**config.mk**
```make
export PLATFORM = sky130hd
export DESIGN_NAME = bp_be_pipe_sys_gen_flat
export DESIGN_NICKNAME = d
export VERILOG_FILES = /design/src/rtl/bp_be_pkg.sv /design/src/rtl/bp_be_pipe_sys_gen_if.sv /design/src/rtl/bp_be_sys_irq_arb.sv /design/src/rtl/bp_be_pipe_sys_gen.sv /design/src/flat_wrapper.sv
export SDC_FILE = /design/constraint.sdc
export NUM_CORES = 1
export LEC_CHECK = 0
export ABC_AREA = 1
export ABC_CLOCK_PERIOD_IN_PS = 23300
export BUFFER_PORTS_ARGS = -buffer_cell sky130_fd_sc_hd__buf_2
export CORE_MARGIN = 4
export CORE_UTILIZATION = 45
export DETAILED_ROUTE_END_ITERATION = 6
export PLACE_DENSITY_LB_ADDON = 0.25
export SKIP_CTS_REPAIR_TIMING = 1
export SYNTH_ARGS = -nofsm -noshare
export SYNTH_HDL_FRONTEND = slang
export SYNTH_SLANG_ARGS = --single-unit
export TNS_END_PERCENT = 50
```
**constraint.sdc**
```tcl
create_clock -name clk_i -period 23.3 [get_ports clk_i]
set_input_delay 4.66 -clock clk_i [delete_from_list [all_inputs] [get_ports clk_i]]
set_output_delay 4.66 -clock clk_i [all_outputs]
set_load 0.03 [all_outputs]
```
**src/rtl/bp_be_pkg.sv**
```systemverilog
// ============================================================================
// Module : bp_be_pkg
// Brief  : Shared types for the BE system pipe: stage record and interrupt FSM.
// Rev    : 1.0
// ============================================================================
`default_nettype none

package bp_be_pkg;

    // Stage fields are sized for the widest supported configuration.
    localparam int bp_be_vaddr_max_lp = 64;
    localparam int bp_be_instr_max_lp = 64;
    localparam int bp_be_data_max_lp  = 64;

    typedef enum logic [1:0] {
        e_sys_idle  = 2'd0,
        e_sys_drain = 2'd1,
        e_sys_take  = 2'd2
    } bp_be_sys_irq_state_e;

    typedef struct packed {
        logic                          v;
        logic                          csr_v;
        logic [3:0]                    op;
        logic [11:0]                   addr;
        logic [bp_be_data_max_lp-1:0]  data;
        logic [bp_be_vaddr_max_lp-1:0] pc;
        logic [bp_be_instr_max_lp-1:0] instr;
    } bp_be_sys_stage_s;

    function automatic int bsg_safe_clog2(input int n);
        return (n <= 1) ? 1 : $clog2(n);
    endfunction

endpackage

`default_nettype wire

```
**src/rtl/bp_be_pipe_sys_gen_if.sv**
```systemverilog
// ============================================================================
// Module : bp_be_pipe_sys_gen_if
// Brief  : Dispatch, commit and interrupt bundle of the BE system pipe.
// Rev    : 1.0
// ============================================================================
`default_nettype none

interface bp_be_pipe_sys_gen_if
    import bp_be_pkg::*;
#(
    parameter int vaddr_width_p    = 39,
    parameter int instr_width_p    = 32,
    parameter int csr_data_width_p = 64,
    parameter int num_irq_p        = 3
);
    localparam int irq_id_width_lp = bsg_safe_clog2(num_irq_p);

    logic                        v_i;
    logic                        poison_i;
    logic                        flush_i;
    logic                        csr_v_i;
    logic [3:0]                  csr_op_i;
    logic [11:0]                 csr_addr_i;
    logic [csr_data_width_p-1:0] csr_data_i;
    logic [vaddr_width_p-1:0]    pc_i;
    logic [instr_width_p-1:0]    instr_i;
    logic                        ready_o;
    logic                        commit_v_i;
    logic                        exc_v_i;
    logic                        mem_ready_i;
    logic                        long_ready_i;
    logic                        commit_v_o;
    logic                        commit_csr_v_o;
    logic [3:0]                  commit_csr_op_o;
    logic [11:0]                 commit_csr_addr_o;
    logic [csr_data_width_p-1:0] commit_csr_data_o;
    logic [vaddr_width_p-1:0]    commit_pc_o;
    logic [instr_width_p-1:0]    commit_instr_o;
    logic [num_irq_p-1:0]        irq_pending_i;
    logic [num_irq_p-1:0]        irq_enable_i;
    logic                        irq_v_o;
    logic [irq_id_width_lp-1:0]  irq_id_o;
    logic [31:0]                 stat_irq_cnt_o;
    logic [31:0]                 stat_drain_cnt_o;

    modport master (
        output v_i, poison_i, flush_i, csr_v_i, csr_op_i, csr_addr_i, csr_data_i,
               pc_i, instr_i, commit_v_i, exc_v_i, mem_ready_i, long_ready_i,
               irq_pending_i, irq_enable_i,
        input  ready_o, commit_v_o, commit_csr_v_o, commit_csr_op_o, commit_csr_addr_o,
               commit_csr_data_o, commit_pc_o, commit_instr_o, irq_v_o, irq_id_o,
               stat_irq_cnt_o, stat_drain_cnt_o
    );

    modport slave (
        input  v_i, poison_i, flush_i, csr_v_i, csr_op_i, csr_addr_i, csr_data_i,
               pc_i, instr_i, commit_v_i, exc_v_i, mem_ready_i, long_ready_i,
               irq_pending_i, irq_enable_i,
        output ready_o, commit_v_o, commit_csr_v_o, commit_csr_op_o, commit_csr_addr_o,
               commit_csr_data_o, commit_pc_o, commit_instr_o, irq_v_o, irq_id_o,
               stat_irq_cnt_o, stat_drain_cnt_o
    );

endinterface

`default_nettype wire

```
**src/rtl/bp_be_sys_irq_arb.sv**
```systemverilog
// ============================================================================
// Module : bp_be_sys_irq_arb
// Brief  : Fixed-priority interrupt select, ID latch and drain/take FSM.
// Rev    : 1.0
// ============================================================================
`default_nettype none

module bp_be_sys_irq_arb
    import bp_be_pkg::*;
#(
    parameter int num_irq_p       = 3,
    parameter int irq_id_width_lp = bsg_safe_clog2(num_irq_p)
) (
    input  wire logic                       clk_i,
    input  wire logic                       reset_i,
    input  wire logic [num_irq_p-1:0]       irq_pending_i,
    input  wire logic [num_irq_p-1:0]       irq_enable_i,
    input  wire logic                       pipe_empty_i,
    input  wire logic                       mem_ready_i,
    input  wire logic                       long_ready_i,
    input  wire logic                       commit_v_i,
    output logic                            ready_o,
    output logic                            irq_v_o,
    output logic [irq_id_width_lp-1:0]      irq_id_o,
    output bp_be_sys_irq_state_e            state_o
);

    bp_be_sys_irq_state_e       state_q, state_d;
    logic [irq_id_width_lp-1:0] id_q, id_d;
    logic [num_irq_p-1:0]       w_masked;
    logic [irq_id_width_lp-1:0] w_win_id;
    logic                       w_any;

    assign w_masked = irq_pending_i & irq_enable_i;
    assign w_any    = |w_masked;

    // Descending scan so the lowest set index is the last one written.
    always_comb begin
        w_win_id = '0;
        for (int i = num_irq_p - 1; i >= 0; i--) begin
            if (w_masked[i]) w_win_id = irq_id_width_lp'(i);
        end
    end

    always_ff @(posedge clk_i or posedge reset_i) begin
        if (reset_i) begin
            state_q <= e_sys_idle;
            id_q    <= '0;
        end else begin
            state_q <= state_d;
            id_q    <= id_d;
        end
    end

    always_comb begin
        state_d = state_q;
        id_d    = id_q;
        unique case (state_q)
            e_sys_idle: begin
                if (w_any) begin
                    id_d    = w_win_id;
                    state_d = e_sys_drain;
                end
            end
            e_sys_drain: begin
                if (!w_masked[id_q])
                    state_d = e_sys_idle;
                else if (pipe_empty_i && mem_ready_i && long_ready_i && !commit_v_i)
                    state_d = e_sys_take;
            end
            e_sys_take:  state_d = e_sys_idle;
            default:     state_d = e_sys_idle;
        endcase
    end

    always_comb begin
        ready_o = (state_q == e_sys_idle);
        irq_v_o = (state_q == e_sys_take);
    end

    assign irq_id_o = id_q;
    assign state_o  = state_q;

endmodule

`default_nettype wire

```
**src/rtl/bp_be_pipe_sys_gen.sv**
```systemverilog
// ============================================================================
// Module : bp_be_pipe_sys_gen
// Brief  : System-pipe commit pipeline with commit-gated CSR fire and
//          interrupt drain. Statistics counters: BP_BE_PIPE_SYS_GEN_STATS_EN.
// Rev    : 1.0
// ============================================================================
`default_nettype none

module bp_be_pipe_sys_gen
    import bp_be_pkg::*;
#(
    parameter int vaddr_width_p    = 39,
    parameter int instr_width_p    = 32,
    parameter int csr_data_width_p = 64,
    parameter int stages_p         = 2,
    parameter int num_irq_p        = 3
) (
    input  wire logic             clk_i,
    input  wire logic             reset_i,
    bp_be_pipe_sys_gen_if.slave   sys_if
);

    localparam int irq_id_width_lp = bsg_safe_clog2(num_irq_p);

    bp_be_sys_stage_s     stage_q [stages_p];
    bp_be_sys_stage_s     stage0_d;
    bp_be_sys_stage_s     w_last;
    logic                 w_pipe_empty;
    bp_be_sys_irq_state_e w_irq_state;

    // Payload is captured on any dispatch; only the valid bit honours squash.
    always_comb begin
        stage0_d   = stage_q[0];
        stage0_d.v = sys_if.v_i & ~sys_if.poison_i & ~sys_if.flush_i;
        if (sys_if.v_i) begin
            stage0_d.csr_v = sys_if.csr_v_i;
            stage0_d.op    = sys_if.csr_op_i;
            stage0_d.addr  = sys_if.csr_addr_i;
            stage0_d.data  = bp_be_data_max_lp'(sys_if.csr_data_i);
            stage0_d.pc    = bp_be_vaddr_max_lp'(sys_if.pc_i);
            stage0_d.instr = bp_be_instr_max_lp'(sys_if.instr_i);
        end
    end

    always_ff @(posedge clk_i or posedge reset_i) begin
        if (reset_i) begin
            for (int k = 0; k < stages_p; k++) stage_q[k] <= '0;
        end else begin
            stage_q[0] <= stage0_d;
            for (int k = 1; k < stages_p; k++) begin
                stage_q[k] <= stage_q[k-1];
                if (sys_if.flush_i) stage_q[k].v <= 1'b0;
            end
        end
    end

    always_comb begin
        w_pipe_empty = 1'b1;
        for (int k = 0; k < stages_p; k++) begin
            if (stage_q[k].v) w_pipe_empty = 1'b0;
        end
    end

    assign w_last = stage_q[stages_p-1];

    assign sys_if.commit_v_o        = w_last.v;
    assign sys_if.commit_csr_v_o    = w_last.v & w_last.csr_v & sys_if.commit_v_i & ~sys_if.exc_v_i;
    assign sys_if.commit_csr_op_o   = w_last.op;
    assign sys_if.commit_csr_addr_o = w_last.addr;
    assign sys_if.commit_csr_data_o = csr_data_width_p'(w_last.data);
    assign sys_if.commit_pc_o       = vaddr_width_p'(w_last.pc);
    assign sys_if.commit_instr_o    = instr_width_p'(w_last.instr);

    bp_be_sys_irq_arb #(
        .num_irq_p       (num_irq_p),
        .irq_id_width_lp (irq_id_width_lp)
    ) u_irq_arb (
        .clk_i          (clk_i),
        .reset_i        (reset_i),
        .irq_pending_i  (sys_if.irq_pending_i),
        .irq_enable_i   (sys_if.irq_enable_i),
        .pipe_empty_i   (w_pipe_empty),
        .mem_ready_i    (sys_if.mem_ready_i),
        .long_ready_i   (sys_if.long_ready_i),
        .commit_v_i     (sys_if.commit_v_i),
        .ready_o        (sys_if.ready_o),
        .irq_v_o        (sys_if.irq_v_o),
        .irq_id_o       (sys_if.irq_id_o),
        .state_o        (w_irq_state)
    );

`ifdef BP_BE_PIPE_SYS_GEN_STATS_EN
    logic [31:0] stat_irq_cnt_q;
    logic [31:0] stat_drain_cnt_q;

    always_ff @(posedge clk_i or posedge reset_i) begin
        if (reset_i) begin
            stat_irq_cnt_q   <= '0;
            stat_drain_cnt_q <= '0;
        end else begin
            if (w_irq_state == e_sys_take)  stat_irq_cnt_q   <= stat_irq_cnt_q + 32'd1;
            if (w_irq_state == e_sys_drain) stat_drain_cnt_q <= stat_drain_cnt_q + 32'd1;
        end
    end

    assign sys_if.stat_irq_cnt_o   = stat_irq_cnt_q;
    assign sys_if.stat_drain_cnt_o = stat_drain_cnt_q;
`else
    logic w_unused_state;
    assign w_unused_state          = ^w_irq_state;
    assign sys_if.stat_irq_cnt_o   = '0;
    assign sys_if.stat_drain_cnt_o = '0;
`endif

endmodule

`default_nettype wire

```
**src/flat_wrapper.sv**
```systemverilog
// flat-port wrapper written by rule: the top's interface ports become plain ports
module bp_be_pipe_sys_gen_flat import bp_be_pkg::*;
#(
    parameter int vaddr_width_p    = 39,
    parameter int instr_width_p    = 32,
    parameter int csr_data_width_p = 64,
    parameter int stages_p         = 2,
    parameter int num_irq_p        = 3
)
  (clk_i, reset_i, sys_if_v_i, sys_if_poison_i, sys_if_flush_i, sys_if_csr_v_i, sys_if_csr_op_i, sys_if_csr_addr_i, sys_if_csr_data_i, sys_if_pc_i, sys_if_instr_i, sys_if_commit_v_i, sys_if_exc_v_i, sys_if_mem_ready_i, sys_if_long_ready_i, sys_if_irq_pending_i, sys_if_irq_enable_i, sys_if_ready_o, sys_if_commit_v_o, sys_if_commit_csr_v_o, sys_if_commit_csr_op_o, sys_if_commit_csr_addr_o, sys_if_commit_csr_data_o, sys_if_commit_pc_o, sys_if_commit_instr_o, sys_if_irq_v_o, sys_if_irq_id_o, sys_if_stat_irq_cnt_o, sys_if_stat_drain_cnt_o);
  bp_be_pipe_sys_gen_if #(.vaddr_width_p(vaddr_width_p), .instr_width_p(instr_width_p), .csr_data_width_p(csr_data_width_p), .num_irq_p(num_irq_p)) sys_if_i ();
  input  wire logic clk_i;
  input  wire logic reset_i;
  input wire logic [$bits(sys_if_i.v_i)-1:0] sys_if_v_i;
  input wire logic [$bits(sys_if_i.poison_i)-1:0] sys_if_poison_i;
  input wire logic [$bits(sys_if_i.flush_i)-1:0] sys_if_flush_i;
  input wire logic [$bits(sys_if_i.csr_v_i)-1:0] sys_if_csr_v_i;
  input wire logic [$bits(sys_if_i.csr_op_i)-1:0] sys_if_csr_op_i;
  input wire logic [$bits(sys_if_i.csr_addr_i)-1:0] sys_if_csr_addr_i;
  input wire logic [$bits(sys_if_i.csr_data_i)-1:0] sys_if_csr_data_i;
  input wire logic [$bits(sys_if_i.pc_i)-1:0] sys_if_pc_i;
  input wire logic [$bits(sys_if_i.instr_i)-1:0] sys_if_instr_i;
  input wire logic [$bits(sys_if_i.commit_v_i)-1:0] sys_if_commit_v_i;
  input wire logic [$bits(sys_if_i.exc_v_i)-1:0] sys_if_exc_v_i;
  input wire logic [$bits(sys_if_i.mem_ready_i)-1:0] sys_if_mem_ready_i;
  input wire logic [$bits(sys_if_i.long_ready_i)-1:0] sys_if_long_ready_i;
  input wire logic [$bits(sys_if_i.irq_pending_i)-1:0] sys_if_irq_pending_i;
  input wire logic [$bits(sys_if_i.irq_enable_i)-1:0] sys_if_irq_enable_i;
  output wire logic [$bits(sys_if_i.ready_o)-1:0] sys_if_ready_o;
  output wire logic [$bits(sys_if_i.commit_v_o)-1:0] sys_if_commit_v_o;
  output wire logic [$bits(sys_if_i.commit_csr_v_o)-1:0] sys_if_commit_csr_v_o;
  output wire logic [$bits(sys_if_i.commit_csr_op_o)-1:0] sys_if_commit_csr_op_o;
  output wire logic [$bits(sys_if_i.commit_csr_addr_o)-1:0] sys_if_commit_csr_addr_o;
  output wire logic [$bits(sys_if_i.commit_csr_data_o)-1:0] sys_if_commit_csr_data_o;
  output wire logic [$bits(sys_if_i.commit_pc_o)-1:0] sys_if_commit_pc_o;
  output wire logic [$bits(sys_if_i.commit_instr_o)-1:0] sys_if_commit_instr_o;
  output wire logic [$bits(sys_if_i.irq_v_o)-1:0] sys_if_irq_v_o;
  output wire logic [$bits(sys_if_i.irq_id_o)-1:0] sys_if_irq_id_o;
  output wire logic [$bits(sys_if_i.stat_irq_cnt_o)-1:0] sys_if_stat_irq_cnt_o;
  output wire logic [$bits(sys_if_i.stat_drain_cnt_o)-1:0] sys_if_stat_drain_cnt_o;
  assign sys_if_i.v_i = sys_if_v_i;
  assign sys_if_i.poison_i = sys_if_poison_i;
  assign sys_if_i.flush_i = sys_if_flush_i;
  assign sys_if_i.csr_v_i = sys_if_csr_v_i;
  assign sys_if_i.csr_op_i = sys_if_csr_op_i;
  assign sys_if_i.csr_addr_i = sys_if_csr_addr_i;
  assign sys_if_i.csr_data_i = sys_if_csr_data_i;
  assign sys_if_i.pc_i = sys_if_pc_i;
  assign sys_if_i.instr_i = sys_if_instr_i;
  assign sys_if_i.commit_v_i = sys_if_commit_v_i;
  assign sys_if_i.exc_v_i = sys_if_exc_v_i;
  assign sys_if_i.mem_ready_i = sys_if_mem_ready_i;
  assign sys_if_i.long_ready_i = sys_if_long_ready_i;
  assign sys_if_i.irq_pending_i = sys_if_irq_pending_i;
  assign sys_if_i.irq_enable_i = sys_if_irq_enable_i;
  assign sys_if_ready_o = sys_if_i.ready_o;
  assign sys_if_commit_v_o = sys_if_i.commit_v_o;
  assign sys_if_commit_csr_v_o = sys_if_i.commit_csr_v_o;
  assign sys_if_commit_csr_op_o = sys_if_i.commit_csr_op_o;
  assign sys_if_commit_csr_addr_o = sys_if_i.commit_csr_addr_o;
  assign sys_if_commit_csr_data_o = sys_if_i.commit_csr_data_o;
  assign sys_if_commit_pc_o = sys_if_i.commit_pc_o;
  assign sys_if_commit_instr_o = sys_if_i.commit_instr_o;
  assign sys_if_irq_v_o = sys_if_i.irq_v_o;
  assign sys_if_irq_id_o = sys_if_i.irq_id_o;
  assign sys_if_stat_irq_cnt_o = sys_if_i.stat_irq_cnt_o;
  assign sys_if_stat_drain_cnt_o = sys_if_i.stat_drain_cnt_o;
  bp_be_pipe_sys_gen #(.vaddr_width_p(vaddr_width_p), .instr_width_p(instr_width_p), .csr_data_width_p(csr_data_width_p), .stages_p(stages_p), .num_irq_p(num_irq_p)) u_core (.clk_i(clk_i), .reset_i(reset_i), .sys_if(sys_if_i));
endmodule
```
==> results_dict.tcl, run 1 <==
set metrics [dict create \
    yosysWarnings 0 \
    ioPinCount 388 \
    p_leak_nw 7.31 \
    final_common_cell "nand2_1" \
    finClkSkew_ps 14.9 \
    drive_above_1_share 0.305 \
    die_area_sq_um 28200 \
    drt_iter0_markers 466 \
    cts_tree "built" \
    cts-root-buf "clkbuf_16" \
    avgSynthCellArea_sq_um 10.9 \
    yosysTopAreaCellShare 0.674 \
    timing.final.crit_share 0.419 \
    drt-pass1-iter-count 4 \
    finalHoldViolations 0 \
    drc 0 \
    crit-reg2reg-capture "u_core.u_irq_arb.state_o[0]" \
    critPathCaptureType "output pin" \
    die_w_microns 168 \
    numPortBuffers 323 \
    final_max_slew_viol_count 0 \
    cts_max_level 2 \
    hpwl_microns 15600 \
    relSlewSlack 0.238 \
    cp_max_fo 2 \
    cts.path.max_buffers 3 \
    wl_per_cell_microns 14.8 \
    cap_violations 0 \
    synth.distinct_cells 16 \
    r2r_slack_ps 22050 \
    crit_path_start_kind "input pin" \
    antenna_found_initial 5 \
    dpl.cell_count 1530 \
    postRouteAntennaNets 0 \
    reg2reg_depth 5 \
    status "complete, no violations" \
    setup_viol 0 \
    peakVddDrop_mv 0.0654 \
    regToRegStartpoint "u_core.stage_q[419]" \
    instances_no_fill 1588 \
    critPathKind "in -> out" \
    worst_ep_arrival_time_ps 5100 \
    gp_congestion 0.786 \
    syn_area_sq_um 11500 \
    grt_first_pass_wirelength_microns 36600 \
    grt_max_degree 108 \
    crit_path_start "sys_if_commit_v_i" \
    wirelength_microns 23500 \
    gr-total-overflow 0 \
    pre_cts_slack_ps 13540 \
    rsz0062_at_grt "no" \
    grt.total_usage 0.161 \
    dieHeight_microns 168 \
    min_from "u_core.stage_q[308]" \
    diodes 0 \
    rows 58 \
    fin_ws_ps 13540 \
    clk_latency_ps 510 \
    numClockSinks 310 \
    synth-seq-area-share 0.674 \
    min_period_ps 9760 \
    synth_top_cell_by_area "dfrtp_1" \
    clk_pin_slew_ps 60 \
    worstPathRequired_ps 18640 \
    setup-tns-final_ps 0 \
    hold_end "u_core.sys_if.commit_pc_o[34]" \
    synth_area_leaders "dfrtp_1, nand2_1, buf_4, buf_6, buf_2" \
    finalPower_w 0.00129 \
    cts_buffers 35 \
    final_cell_mix "nand2_1, buf_2, dfrtp_1, conb_1, clkbuf_16" \
    start_util 0.457 \
    synthCells 1057 \
    core_sq_um 25200 \
    fmax_mhz 102 \
    p_per_area_nw_per_um2 98.6 \
    area_growth_pct 13.5 \
    whs_path_depth 0 \
    ys_ff_latch 310 \
    worst_pin_slew_ps 1140 \
    worstHoldPathType "reg -> reg" \
    routed_via_density 4.29 \
    grt_pass1_vias 6775 \
    nNetsFinal 1404 \
    vias 6818 \
]
metal layers:
layer  global-route usage  vias up  routed length [microns]
met4               0.0565       10                      712
met2                0.261      275                    11300
met3               0.0559       60                     2190
li1                     -     3270                        -
met5                    0        -                       67
met1                0.202     3203                     9220
report_power, final:
part | leakage (nW) | internal, W | total (W) | switching (W)
clock | 0.532 | 0.000303 | 0.000513 | 0.000209
sequential | 3.78 | 0.000588 | 0.000609 | 0.0000209
combinational | 3.00 | 0.0000433 | 0.000167 | 0.000124
worst max-delay path: stages:
cell and delay (ps):
buf_2 90, nand3_1 70, nor2_1 80, buf_2 200
state kept, by name (all words and copies together), names as in the netlist:
register                         cells
u_core.u_irq_arb.irq_id_o            2
u_core.sys_if.commit_csr_addr_o     12
u_core.sys_if.commit_instr_o        32
u_core.sys_if.commit_csr_data_o     64
u_core.stage_q                     154
u_core.sys_if.commit_v_o             1
u_core.sys_if.commit_csr_op_o        4
u_core.u_irq_arb.state_o             2
u_core.sys_if.commit_pc_o           39
cell type report:
type	count	area (sq um)
tap	330	413
sequential	310	7760
multi-input combinational	551	2090
clock buffer	47	1000
fill	2310	12100
inverter	11	51.3
timing repair buffer	328	1660
clock inverter	11	92.6
stage by stage:
step / utilization / instance area (sq um) / hold WS (ps)
after floorplan: - / 11700 / 354
after global placement: 0.475 / 12000 / 356
after detailed placement: 0.475 / 12000 / 358
after CTS: 0.519 / 13100 / 359
after global routing: 0.519 / 13100 / 374
final: 0.519 / 13100 / 362
logic make-up (layout without fill, tap and decap cells):
kind of cell,after synthesis,in the layout,synth area share
AOI/OAI and AO/OA,2,2,0.000978
and+or+nand+nor,485,485,0.160
DFF,310,310,0.674
buffers and inverters,259,397,0.165
other,1,64,0.000326
cells in the mapped netlist:
master,instances
a21oi_1,1
buf_2,15
buf_4,225
buf_6,8
conb_1,1
dfrtp_1,310
inv_1,10
inv_4,1
nand2_1,467
nand3_1,4
nand4_1,1
nor2_1,10
nor2_4,1
nor3_1,1
nor3b_1,1
o22ai_1,1
how the worst max path moves through the flow:
stage	to	slack [ps]	depth (start not counted)
after floorplan	u_core.stage_q[208]	10070	1
after global placement	sys_if_commit_csr_v_o	13510	4
after detailed placement	sys_if_commit_csr_v_o	13540	4
after CTS	sys_if_commit_csr_v_o	13540	4
after global routing	sys_if_commit_csr_v_o	13490	4
final	sys_if_commit_csr_v_o	13540	4
(Power assumes the default switching activity.)
==> run 2: changes to the inputs <==
--- a/config.mk
+++ b/config.mk
@@ -6,7 +6,7 @@
 export NUM_CORES = 1
 export LEC_CHECK = 0
 export ABC_AREA = 1
-export ABC_CLOCK_PERIOD_IN_PS = 23300
+export ABC_CLOCK_PERIOD_IN_PS = 10100
 export BUFFER_PORTS_ARGS = -buffer_cell sky130_fd_sc_hd__buf_2
 export CORE_MARGIN = 4
 export CORE_UTILIZATION = 45
==> constraint.sdc (replaced) <==
create_clock -name clk_i -period 10.1 [get_ports clk_i]
set_input_delay 2.02 -clock clk_i [delete_from_list [all_inputs] [get_ports clk_i]]
set_output_delay 2.02 -clock clk_i [all_outputs]
set_load 0.03 [all_outputs]
==> results_dict.tcl, run 2 (synthesis results as in run 1) <==
set metrics [dict create \
    pre_cts_slack_ps 5620 \
    rows 58 \
    critPathKind "in -> out" \
    cts.path.max_buffers 3 \
    final_cell_mix "nand2_1, buf_2, dfrtp_1, conb_1, clkbuf_16" \
    start_util 0.457 \
    cts_buffers 31 \
    grt_pass1_vias 6854 \
    core_sq_um 25200 \
    wl_per_cell_microns 14.8 \
    gp_congestion 0.812 \
    cpMostUsedCell "buf_2" \
    worstHoldPathType "reg -> reg" \
    worst_pin_slew_ps 1020 \
    worstPathRequired_ps 8080 \
    hpwl_microns 15400 \
    crit_path_start_kind "input pin" \
    cp_max_fo 2 \
    die_area_sq_um 28200 \
    postLayoutCoreUtil 0.511 \
    seq_area_sq_um 7760 \
    die_w_microns 168 \
    final_common_cell "nand2_1" \
    gr-total-overflow 0 \
    dieHeight_microns 168 \
    drt-pass1-iter-count 4 \
    finalHoldViolations 0 \
    clk_latency_ps 530 \
    min_from "u_core.stage_q[298]" \
    rsz0062_at_grt "no" \
    worst_ep_arrival_time_ps 2450 \
    drive_above_1_share 0.296 \
    grt.total_usage 0.159 \
    antenna_found_initial 5 \
    min_period_ps 4470 \
    finClkSkew_ps 6.32 \
    multi_input_area_sq_um 2090 \
    postRouteAntennaNets 0 \
    grt_first_pass_wirelength_microns 36500 \
    regMostFlops "u_core.stage_q" \
    nNetsFinal 1400 \
    hold_end "u_core.sys_if.commit_pc_o[24]" \
    crit-reg2reg-capture "u_core.u_irq_arb.state_o[0]" \
    cp_num_buf_inv 2 \
    drc 0 \
    slowest_delay_ps 200 \
    crit_chain "buf_2 -> nand3_1 -> nor2_1 -> buf_2" \
    regToRegStartpoint "u_core.sys_if.commit_v_o" \
    cts-root-buf "clkbuf_16" \
    p_per_area_nw_per_um2 218 \
    relSlewSlack 0.321 \
    nFillCells 2310 \
    clk_pin_slew_ps 60 \
    grt_max_degree 168 \
    cts_max_level 1 \
    largest_reg_flops 154 \
    p_leak_nw 7.21 \
    timing.final.crit_share 0.443 \
    reg2reg_depth 5 \
    cp_slowest_cell "buf_2" \
    ioPinCount 388 \
    area_growth_pct 11.8 \
    numClockSinks 310 \
    peakVddDrop_mv 0.134 \
    final_max_slew_viol_count 0 \
    status "complete, no violations" \
    critical-path-top-delay-family "buffers and inverters" \
    vias 6856 \
    wirelength_microns 23400 \
    cts_tree "built" \
    r2r_slack_ps 8990 \
    fmax_mhz 224 \
    routed_via_density 4.34 \
    fin_ws_ps 5630 \
    setup_viol 0 \
    numPortBuffers 323 \
    setup-tns-final_ps 0 \
    cap_violations 0 \
    drt_iter0_markers 406 \
    whs_path_depth 0 \
    critPathCaptureType "output pin" \
]
-- run 2: changes by cell type in the layout (fill, tap and decap cells not counted), sizes merged --
cell,before,now
clkbuf,47,44
clkinv,6,3
clkinvlp,3,1
diode,0,2
inv,13,10
-- run 2: metal layers --
metal | global-route usage | vias up | share of wire
met3 | 0.0592 | 57 | 0.099
met4 | 0.0536 | 6 | 0.036
met2 | 0.262 | 259 | 0.49
met1 | 0.195 | 3272 | 0.38
li1 | - | 3262 | -
met5 | 0 | - | 0.0019
-- run 2: layout make-up --
cell class,count,share of cell area
antenna,2,0.000389
clock buffer,44,0.0672
clock inverter,3,0.00117
inverter,11,0.00370
multi-input combinational,551,0.163
sequential,310,0.603
tap,330,0.0321
timing repair buffer,328,0.130
-- run 2: worst reg2reg max path, delay by kind of cell, from the launching register on --
| kind | cells | cell delay (ps) |
|---|---|---|
| flip-flops | 1 | 390 |
| AND/OR/NAND/NOR | 4 | 520 |
| buffers and inverters | 1 | 80 |
-- run 2: how the worst max path moves through the flow --
stage,start,to,cells after the start
2_1_floorplan,reset_i,u_core.stage_q[208],1
3_3_place_gp,sys_if_commit_v_i,sys_if_commit_csr_v_o,4
3_5_place_dp,sys_if_commit_v_i,sys_if_commit_csr_v_o,4
4_1_cts,sys_if_commit_v_i,sys_if_commit_csr_v_o,4
5_1_grt,sys_if_commit_v_i,sys_if_commit_csr_v_o,4
6_report,sys_if_commit_v_i,sys_if_commit_csr_v_o,4
-- run 2: stage by stage --
| step | hold WS, ps | power [W] | instances | area (sq um) |
|---|---|---|---|---|
| final | 367 | 0.00280 | 1579 | 12900 |
| after global routing | 378 | 0.00294 | 1579 | 12900 |
| after CTS | 366 | 0.00285 | 1577 | 12900 |
| after detailed placement | 360 | 0.00182 | 1530 | 12000 |
| after global placement | 356 | 0.00181 | 1530 | 12000 |
| after floorplan | 354 | 0.00178 | 1120 | 11800 |
-- run 2: report_power, final --
group / internal (W) / total [W] / switching [W]
sequential: 0.00136 / 0.00140 / 0.0000485
clock: 0.000583 / 0.00101 / 0.000430
combinational: 0.000100 / 0.000384 / 0.000284
total: 0.00204 / 0.00280 / 0.000763
